$ cat config.mk
export PLATFORM = sky130hd
export DESIGN_NAME = network_run_ctrl
export DESIGN_NICKNAME = d
export VERILOG_FILES = /design/src/rtl/network_run_ctrl.sv
export SDC_FILE = /design/constraint.sdc
export NUM_CORES = 1
export LEC_CHECK = 0
export BUFFER_PORTS_ARGS = -buffer_cell sky130_fd_sc_hd__buf_2
export CORE_ASPECT_RATIO = 0.8
export CORE_UTILIZATION = 49
export CTS_CLUSTER_DIAMETER = 100
export DETAILED_ROUTE_END_ITERATION = 6
export PLACE_DENSITY = 0.7
export SKIP_LAST_GASP = 1
export SLEW_MARGIN = 20
export SYNTH_ARGS = -nofsm -noshare
export SYNTH_HDL_FRONTEND = slang
export SYNTH_SLANG_ARGS = --single-unit
$ cat constraint.sdc
create_clock -name clk -period 3.26 [get_ports clk]
set_input_delay 0.326 -clock clk [delete_from_list [all_inputs] [get_ports clk]]
set_output_delay 0.326 -clock clk [all_outputs]
set_load 0.02 [all_outputs]
$ cat src/rtl/network_run_ctrl.sv
// network_run_ctrl: issues one network step per beat of a host run command,
// gates each network output vector to the sink, tags the final beat of the run
// and pulses done when the run completes.
module network_run_ctrl #(
    parameter int unsigned NET_NUM_OUT = 8,
    parameter int unsigned RUN_WIDTH   = 16
) (
    input  logic                   clk,
    input  logic                   rst,
    input  logic                   cmd_valid,
    output logic                   cmd_ready,
    input  logic [RUN_WIDTH-1:0]   cmd_cycles,
    input  logic                   abort,
    output logic                   net_step,
    input  logic                   net_valid,
    output logic                   net_ready,
    input  logic [NET_NUM_OUT-1:0] net_out,
    output logic                   snk_valid,
    input  logic                   snk_ready,
    output logic [NET_NUM_OUT-1:0] snk,
    output logic                   snk_last,
    output logic                   done,
    output logic [RUN_WIDTH-1:0]   run_count
);

    typedef enum logic [1:0] {
        IDLE    = 2'd0,
        STEP    = 2'd1,
        COLLECT = 2'd2
    } state_t;

    state_t               state;
    logic [RUN_WIDTH-1:0] remaining;
    logic [RUN_WIDTH-1:0] run_count_q;
    logic                 done_q;

    logic in_collect;
    logic handshake;
    logic final_beat;

    // Collect-phase qualifiers; reset forces every handshake output low.
    assign in_collect = (state == COLLECT) && !rst;
    assign handshake  = in_collect && net_valid && snk_ready;
    // An abort arriving on the handshake cycle itself also ends the run on that beat.
    assign final_beat = (remaining == '0) || abort;

    // Run sequencer: command acceptance, step issue, beat collection and completion.
    always_ff @(posedge clk) begin
        if (rst) begin
            state       <= IDLE;
            remaining   <= '0;
            run_count_q <= '0;
            done_q      <= 1'b0;
        end else begin
            done_q <= 1'b0;
            case (state)
                IDLE: begin
                    if (cmd_valid) begin
                        remaining   <= cmd_cycles;
                        run_count_q <= '0;
                        if (cmd_cycles == '0) begin
                            done_q <= 1'b1;
                        end else begin
                            state <= STEP;
                        end
                    end
                end
                STEP: begin
                    // Entered only with remaining >= 1, so the decrement cannot wrap.
                    remaining <= abort ? '0 : remaining - RUN_WIDTH'(1);
                    state     <= COLLECT;
                end
                COLLECT: begin
                    if (abort) begin
                        remaining <= '0;
                    end
                    if (handshake) begin
                        run_count_q <= run_count_q + RUN_WIDTH'(1);
                        if (final_beat) begin
                            state  <= IDLE;
                            done_q <= 1'b1;
                        end else begin
                            state <= STEP;
                        end
                    end
                end
                default: begin
                    state <= IDLE;
                end
            endcase
        end
    end

    // Output decode; the net-to-sink path is a pure passthrough while collecting.
    assign cmd_ready = (state == IDLE) && !rst;
    assign net_step  = (state == STEP) && !rst;
    assign net_ready = in_collect && snk_ready;
    assign snk_valid = in_collect && net_valid;
    assign snk       = in_collect ? net_out : '0;
    assign snk_last  = in_collect && final_beat;
    assign done      = done_q && !rst;
    assign run_count = rst ? '0 : run_count_q;

endmodule

==> impl_metrics.tcl, run 1 <==
set metrics [dict create \
    cp-start-kind "register" \
    synth_area_um2 2390 \
    synth_top_area_share_pct 29.3 \
    grt_remaining_overflow 0 \
    layout-drive-gt1-share_pct 21.8 \
    skew_ps 4.33 \
    synth_flop_cell "dfxtp_1" \
    dp_cells 414 \
    leakagePower_nw 1.17 \
    nNetsFinal 398 \
    multi_input_area_um2 1560 \
    drt-initial-drc-count 229 \
    grt_pass1_wl_um 10400 \
    grt_pass1_vias 2163 \
    vias 2554 \
    synth_compound_area_share_pct 22.2 \
    hold_buffers 0 \
    critPathCaptureType "output pin" \
    worstHoldPathType "input pin to register" \
    timing.final.crit_share_pct 81.3 \
    fin_hold_ws_ps 296 \
    dp.final_hpwl_um 4630 \
    yosys.area.top_type "dfxtp_1" \
    max_freq_mhz 377 \
    critPathRequiredTime_ps 2930 \
    drt-vias-per-instance 6.05 \
    clock_sinks 35 \
    num_io_pins 60 \
    syn-num-nets 348 \
    fillCellCount 440 \
    area_delta_synth_final_pct 17.4 \
    ys_top_cells_by_count "dfxtp_1, nor2_1, a21oi_1" \
    cts_max_path_buffers 2 \
    place_area_um2 2710 \
    ir_drop_mv 0.480 \
    antenna_found_initial 0 \
    clkLatencyLatePin_ps 280 \
    synth_cell_type_count 52 \
    fin_area_um2 2810 \
    ys_seq_area_share_pct 29.3 \
    start_util_pct 51.7 \
    first_pass_iters 5 \
    synth_xor_area_share_pct 0.366 \
    seq_power_share_pct 31.8 \
    die_area_um2 5160 \
    track_usage_pct 25.5 \
    n_antenna_cell 0 \
    cts_buffers 5 \
    setup-violations-final 0 \
    drv_cap 0 \
    path_max_fanout 5 \
    ant_nets 0 \
    synth_edf_count 0 \
    hold_viol_final 0 \
    run_status "finished, final reports clean" \
    synth-async-reset-ratio_pct 0 \
    drc_errors 0 \
    portBuffers 59 \
    synth.most_common_cell "dfxtp_1" \
    final-max-slew-violation-count 0 \
    synthAdderAreaFrac_pct 3.66 \
    critPathKind "register to output pin" \
    intPower_w 0.00105 \
    wire_per_inst_um 15.1 \
    syn_inst 311 \
    core_area_um2 4620 \
    setup_tns_ps 0 \
    rows 22 \
    p_per_area_nw_per_um2 675 \
    drt_wl_total_um 6390 \
    synth_top_family_by_area "simple AND/OR/NAND/NOR gates" \
    ys_seq_elements 35 \
    grt_max_degree 43 \
    cts_tree "yes" \
    htree_levels 2 \
    area.sequential_um2 701 \
    gp_congestion 0.876 \
    max_slew.worst_pin.slew_ps 598 \
    post_cts_buffers 0 \
    clk_pin_slew_worst_paths_ps 70 \
    switching_share_pct 44.6 \
    pwr-share-clk_pct 18.4 \
    layout.cells.non_filler 422 \
    yosys_warnings 0 \
    yosys.area_share.simple_pct 35.7 \
    muxShareOfSynthArea_pct 3.45 \
    post-route-min-period_ps 2650 \
    relSlewSlack_pct 60.0 \
    rsz0062_at_grt "no" \
    arrival_ps 2330 \
    ctsResizeCount 0 \
    postSynthAreaPerCell_um2 7.69 \
    root_buffer "clkbuf_8" \
    die_w_um 80.1 \
    power.switching_w 0.000846 \
    synth_area_leaders "dfxtp_1, nor2b_1, a21oi_1" \
    die_h_um 64.5 \
    comb_power_share_pct 49.8 \
]
-- critical path, cell delays in order, from the launching register on --
cell and delay, ps:
dfxtp_1 320, inv_1 90, ha_1 230, or4b_1 510
nor4_2 380, a21oi_1 150, nor3_1 170, buf_2 200
-- cells by family after synthesis --
| family | count (synthesis) |
|---|---|
| DFF | 35 |
| buffers and inverters | 33 |
| adders and majority gates | 7 |
| muxes | 8 |
| xor gates and xnor gates | 1 |
| and+or+nand+nor | 146 |
| AOI/OAI and AO/OA | 81 |
-- cells in the final DEF, fill, tap and decap left out, types with 3 or more instances in the layout --
cell	n
a211oi_1	4
a21oi_1	24
a22oi_1	3
a31oi_1	4
a32oi_1	3
and3_1	14
buf_2	59
clkbuf_8	7
dfxtp_1	35
ha_1	7
inv_1	15
mux2i_1	6
nand2_1	13
nand3_1	14
nand3b_1	3
nand4_1	9
nor2_1	26
nor2b_1	21
nor3_1	11
nor4_1	6
o211ai_1	3
o21ai_0	16
o311ai_0	3
o31ai_1	4
or3_1	8
or4_1	6
-- sequential cells by signal (all words and copies together), names as in the netlist --
name and flops:
run_count_q 16, done_q 1, state 2, remaining 16
-- through the flow --
step                      util, %  power, W  setup WS, ps
final                        60.7   0.00189           608
after global routing         60.7   0.00203           443
after CTS                    60.7   0.00188           599
after detailed placement     58.5   0.00153           745
after global placement       58.5   0.00153           794
after floorplan                 -   0.00130           979
-- layout make-up --
cell class	count	share of cell area (%)
clock buffers	8	3.57
well taps	60	2.67
flip-flops and latches	35	25.0
inverters	15	2.01
multi-input cells	243	55.7
repair buffers	61	11.1
-- power groups by stage --
stage          logic [W]  clock network, W  registers [W]
2_1_floorplan   0.000715                 0       0.000586
5_1_grt          0.00105          0.000375       0.000614
3_5_place_dp    0.000921                 0       0.000608
4_1_cts         0.000926          0.000352       0.000599
6_report        0.000944          0.000348       0.000602
3_3_place_gp    0.000924                 0       0.000605
-- per-layer routing --
layer	up-vias	wire, um	global-route usage (%)
met2	110	2680	36.5
li1	1268	-	-
met5	-	0	0
met3	7	461	5.21
met4	0	44	6.25
met1	1169	3200	38.6
-- path summary, 6_finish.rpt --
path	startpoint	end	slack, ps	depth (start not counted)
max	remaining[0]	snk_last	610	7
max reg2reg	state[0]	remaining[12]	710	6
min reg2reg	run_count_q[15]	run_count_q[15]	480	2
min	rst	remaining[12]	300	2
Note: power is estimated with default switching activity, not from simulation.
==> inputs of run 2 (changes only) <==
CORE_UTILIZATION = 48   (was 49)
PLACE_DENSITY = 0.72   (was 0.7)
clock period = 2.3 ns   (was 3.26 ns; I/O delays follow)
==> impl_metrics.tcl, run 2 (synthesized netlist as in run 1, its figures left out) <==
set metrics [dict create \
    num_io_pins 60 \
    fin_area_um2 2930 \
    hold-path-endpoint "done_q" \
    rsz0062_at_grt "yes" \
    htree_levels 2 \
    die_w_um 80.9 \
    dp.final_hpwl_um 4740 \
    nNetsFinal 412 \
    worstHoldPathType "input pin to register" \
    layout_common_cells "buf_2, dfxtp_1, nor2_1" \
    drt_wl_total_um 6530 \
    final-max-slew-violation-count 0 \
    setup_tns_ps 0 \
    track_usage_pct 25.3 \
    hold_path_depth 3 \
    critPathCaptureType "output pin" \
    final_common_cell "buf_2" \
    drt-vias-per-instance 5.98 \
    cp-start-kind "register" \
    wire_per_inst_um 15.0 \
    r2r-start "state[0]" \
    n_antenna_cell 0 \
    path_max_fanout 5 \
    grt_pass1_wl_um 10200 \
    grt_pass1_vias 2123 \
    place_area_um2 2800 \
    drt-initial-drc-count 298 \
    critPathRequiredTime_ps 2070 \
    leakagePower_nw 1.24 \
    die_area_um2 5270 \
    max_slew.worst_pin.slew_ps 480 \
    vias 2608 \
    utilization_pct 62.6 \
    p_per_area_nw_per_um2 980 \
    rows 22 \
    hold_viol_final 0 \
    clk_pin_slew_worst_paths_ps 70 \
    ant_nets 0 \
    cts_tree "yes" \
    clkLatencyLatePin_ps 290 \
    cts_max_path_buffers 2 \
    layout-drive-gt1-share_pct 26.1 \
    core_area_um2 4680 \
    cts_buffers 5 \
    drv_cap 0 \
    drc_errors 0 \
    portBuffers 59 \
    holdCritStartpoint "net_valid" \
    area_delta_synth_final_pct 22.5 \
    post-route-min-period_ps 2250 \
    fin_hold_ws_ps 204 \
    first_pass_iters 5 \
    antenna_found_initial 0 \
    root_buffer "clkbuf_8" \
    skew_ps 6.50 \
    max_freq_mhz 444 \
    timing.final.crit_share_pct 97.9 \
    clock_sinks 35 \
    start_util_pct 51.1 \
    run_status "finished, final reports clean" \
    ir_drop_mv 0.687 \
    relSlewSlack_pct 68.0 \
    critPathKind "register to output pin" \
    setup-violations-final 0 \
    arrival_ps 2020 \
    grt_max_degree 47 \
    r2r_cells 6 \
    gp_congestion 0.937 \
    grt_remaining_overflow 0 \
    die_h_um 65.1 \
    worst_r2r_endpoint "run_count_q[11]" \
    worst-r2r-setup-slack_ps 210 \
    largestRegisters "remaining (16), run_count_q (16), state (2)" \
]
==> run 2: changes by cell type in the layout (fill, tap and decap cells not counted), moves of 2 or more <==
| cell | previous run | this run |
|---|---|---|
| inv_2 | 0 | 2 |
| inv_1 | 15 | 13 |
| clkbuf_8 | 7 | 5 |
| buf_4 | 2 | 17 |
==> run 2: power breakdown <==
part	total [W]	internal, W	switching, W	leakage, nW
Combinational	0.00158	0.000645	0.000939	0.909
Clock	0.000438	0.000213	0.000226	0.0422
Sequential	0.000848	0.000716	0.000132	0.285
==> run 2: layout make-up <==
cell class / instances / area, um^2
clock inverters: 1 / 5.00
clock buffers: 7 / 76.3
inverters: 15 / 56.3
fillers: 429 / 1750
well taps: 60 / 75.1
repair buffers: 75 / 418
flip-flops and latches: 35 / 701
multi-input cells: 243 / 1600
==> run 2: repair_timing <==
| action | 4_1_cts | 5_1_grt |
|---|---|---|
| endpoints found under the setup margin | 1 | 1 |
| hold buffers | 0 | 0 |
| buffers inserted | 0 | 1 |
| gates resized for setup | 2 | 7 |
| pin swaps | 1 | 2 |
==> run 2: critical path, cell delays in order (launching register included) <==
cell and delay, ps:
dfxtp_1 330, inv_2 90, ha_4 160, or4b_4 500
nor4_4 280, a21oi_2 110, nor3_2 110, buf_4 160
==> run 2: worst max path at each step <==
stage,startpoint,endpoint,depth (start not counted)
floorplan,remaining[0],snk_last,6
global placement,remaining[0],snk_last,7
detailed placement,remaining[0],snk_last,7
CTS,remaining[0],snk_last,7
global route,remaining[0],snk_last,7
finish,remaining[0],snk_last,7
==> run 2: metal layers <==
metal	wire length [um]	global-route usage (%)	vias up	part of all wire (%)
met4	63	6.47	0	0.96
li1	-	-	1294	-
met3	503	3.75	8	7.7
met2	2780	35.8	128	43
met1	3190	39.1	1178	49
met5	0	0	-	0
==> run 2: metrics by stage <==
| stage | setup slack (ps) | instances | power (W) |
|---|---|---|---|
| 3_5_place_dp | 187 | 427 | 0.00231 |
| 2_1_floorplan | 115 | 311 | 0.00184 |
| 5_1_grt | -37.7 | 436 | 0.00304 |
| 4_1_cts | 4.35 | 435 | 0.00279 |
| 6_report | 47.7 | 436 | 0.00287 |
| 3_3_place_gp | 194 | 427 | 0.00228 |
==> inputs of run 3 (changes only) <==
CORE_ASPECT_RATIO = not set   (was 0.8)
==> impl_metrics.tcl, run 3 (synthesized netlist as in run 1, its figures left out) <==
set metrics [dict create \
    run_status "finished, final reports clean" \
    die_w_um 72.6 \
    rows 25 \
    drv_cap 0 \
    track_usage_pct 26.5 \
    utilization_pct 62.6 \
    vias 2668 \
    setup-violations-final 0 \
    grt_max_degree 31 \
    n_antenna_cell 0 \
    fin_hold_ws_ps 225 \
    start_util_pct 50.3 \
    gp_congestion 0.880 \
    layout-drive-gt1-share_pct 27.2 \
    final_common_cell "buf_2" \
    grt_pass1_wl_um 10900 \
    cts_buffers 5 \
    root_buffer "clkbuf_8" \
    holdCritStartpoint "net_valid" \
    clk_pin_slew_worst_paths_ps 80 \
    critPathRequiredTime_ps 2480 \
    layout_common_cells "buf_2, dfxtp_1, nor2_1" \
    final-max-slew-violation-count 0 \
    r2r-start "remaining[11]" \
    leakagePower_nw 1.26 \
    nNetsFinal 414 \
    place_area_um2 2800 \
    clkLatencyLatePin_ps 290 \
    critPathKind "register to register" \
    cts_tree "yes" \
    num_io_pins 60 \
    drt_wl_total_um 6820 \
    relSlewSlack_pct 69.3 \
    skew_ps 7.26 \
    arrival_ps 2440 \
    path_max_fanout 6 \
    largestRegisters "remaining (16), run_count_q (16), state (2)" \
    critPathCaptureType "register" \
    first_pass_iters 5 \
    timing.final.crit_share_pct 98.1 \
    post-route-min-period_ps 2260 \
    dp.final_hpwl_um 4890 \
    max_slew.worst_pin.slew_ps 460 \
    critPathLaunch "remaining[11]" \
    die_area_um2 5270 \
    die_h_um 72.6 \
    drt-initial-drc-count 204 \
    grt_remaining_overflow 0 \
    wire_per_inst_um 15.3 \
    worstHoldPathType "input pin to register" \
    fillCellCount 420 \
    cp-start-kind "register" \
    hold_buffers 0 \
    portBuffers 59 \
    area_delta_synth_final_pct 24.5 \
    core_area_um2 4750 \
    max_freq_mhz 443 \
    hold_viol_final 0 \
    ir_drop_mv 0.630 \
    fin_area_um2 2980 \
    ant_nets 0 \
    cts_max_path_buffers 2 \
    setup_tns_ps 0 \
    rsz0062_at_grt "no" \
    p_per_area_nw_per_um2 1010 \
    drt-vias-per-instance 6.00 \
    clock_sinks 35 \
    htree_levels 2 \
    drc_errors 0 \
    antenna_found_initial 0 \
    grt_pass1_vias 2305 \
]
[run 3: cell count changes in the layout (fill, tap and decap cells not counted), sizes merged]
cell / change
buf: +2
clkbuf: +1
clkinv: -1
[run 3: cell type report]
| cell class | count | area [um^2] | area share, % |
|---|---|---|---|
| clock buffer | 8 | 100 | 3.36 |
| inverter | 15 | 56.3 | 1.89 |
| sequential | 35 | 702 | 23.6 |
| timing repair buffer | 77 | 433 | 14.5 |
| tap | 67 | 83.8 | 2.82 |
| multi-input combinational | 243 | 1600 | 53.8 |
[run 3: where the power goes]
part | switching [W] | internal [W] | leakage [nW]
Clock | 0.000232 | 0.000274 | 0.0515
Sequential | 0.000154 | 0.000717 | 0.286
Combinational | 0.000935 | 0.000683 | 0.922
[run 3: through the flow]
step,std cells,setup WS [ps],power (W)
3_3_place_gp,432,184,0.00227
4_1_cts,444,9.25,0.00291
3_5_place_dp,432,159,0.00229
2_1_floorplan,311,115,0.00184
6_report,445,44.5,0.00300
5_1_grt,445,0.657,0.00316
[run 3: repair_timing]
item	in CTS	in global routing
pin swaps	2	0
buffers inserted	4	1
resized for setup	5	6
setup endpoints to repair	1	2
[run 3: critical path, cell delays in order (launching register included)]
cell     delay, ps
dfxtp_1        360
or4_1          610
nor4_4         310
buf_4          160
buf_4           90
buf_4           90
buf_4           90
buf_4          110
a21oi_1         70
mux2_2         260
[run 3: final timing paths]
path	slack [ps]	end	cells after the start
worst min-delay path	230	done_q	3
worst max register to register	40	state[0]	9
worst min register to register	490	run_count_q[15]	2
worst max-delay path	40	state[0]	9
[run 3: layer usage]
| metal | track usage (%) | wire length (um) |
|---|---|---|
| met1 | 36.3 | 3110 |
| met2 | 41.0 | 3060 |
| met3 | 5.80 | 530 |
| met4 | 9.59 | 114 |
| met5 | 0 | 0 |
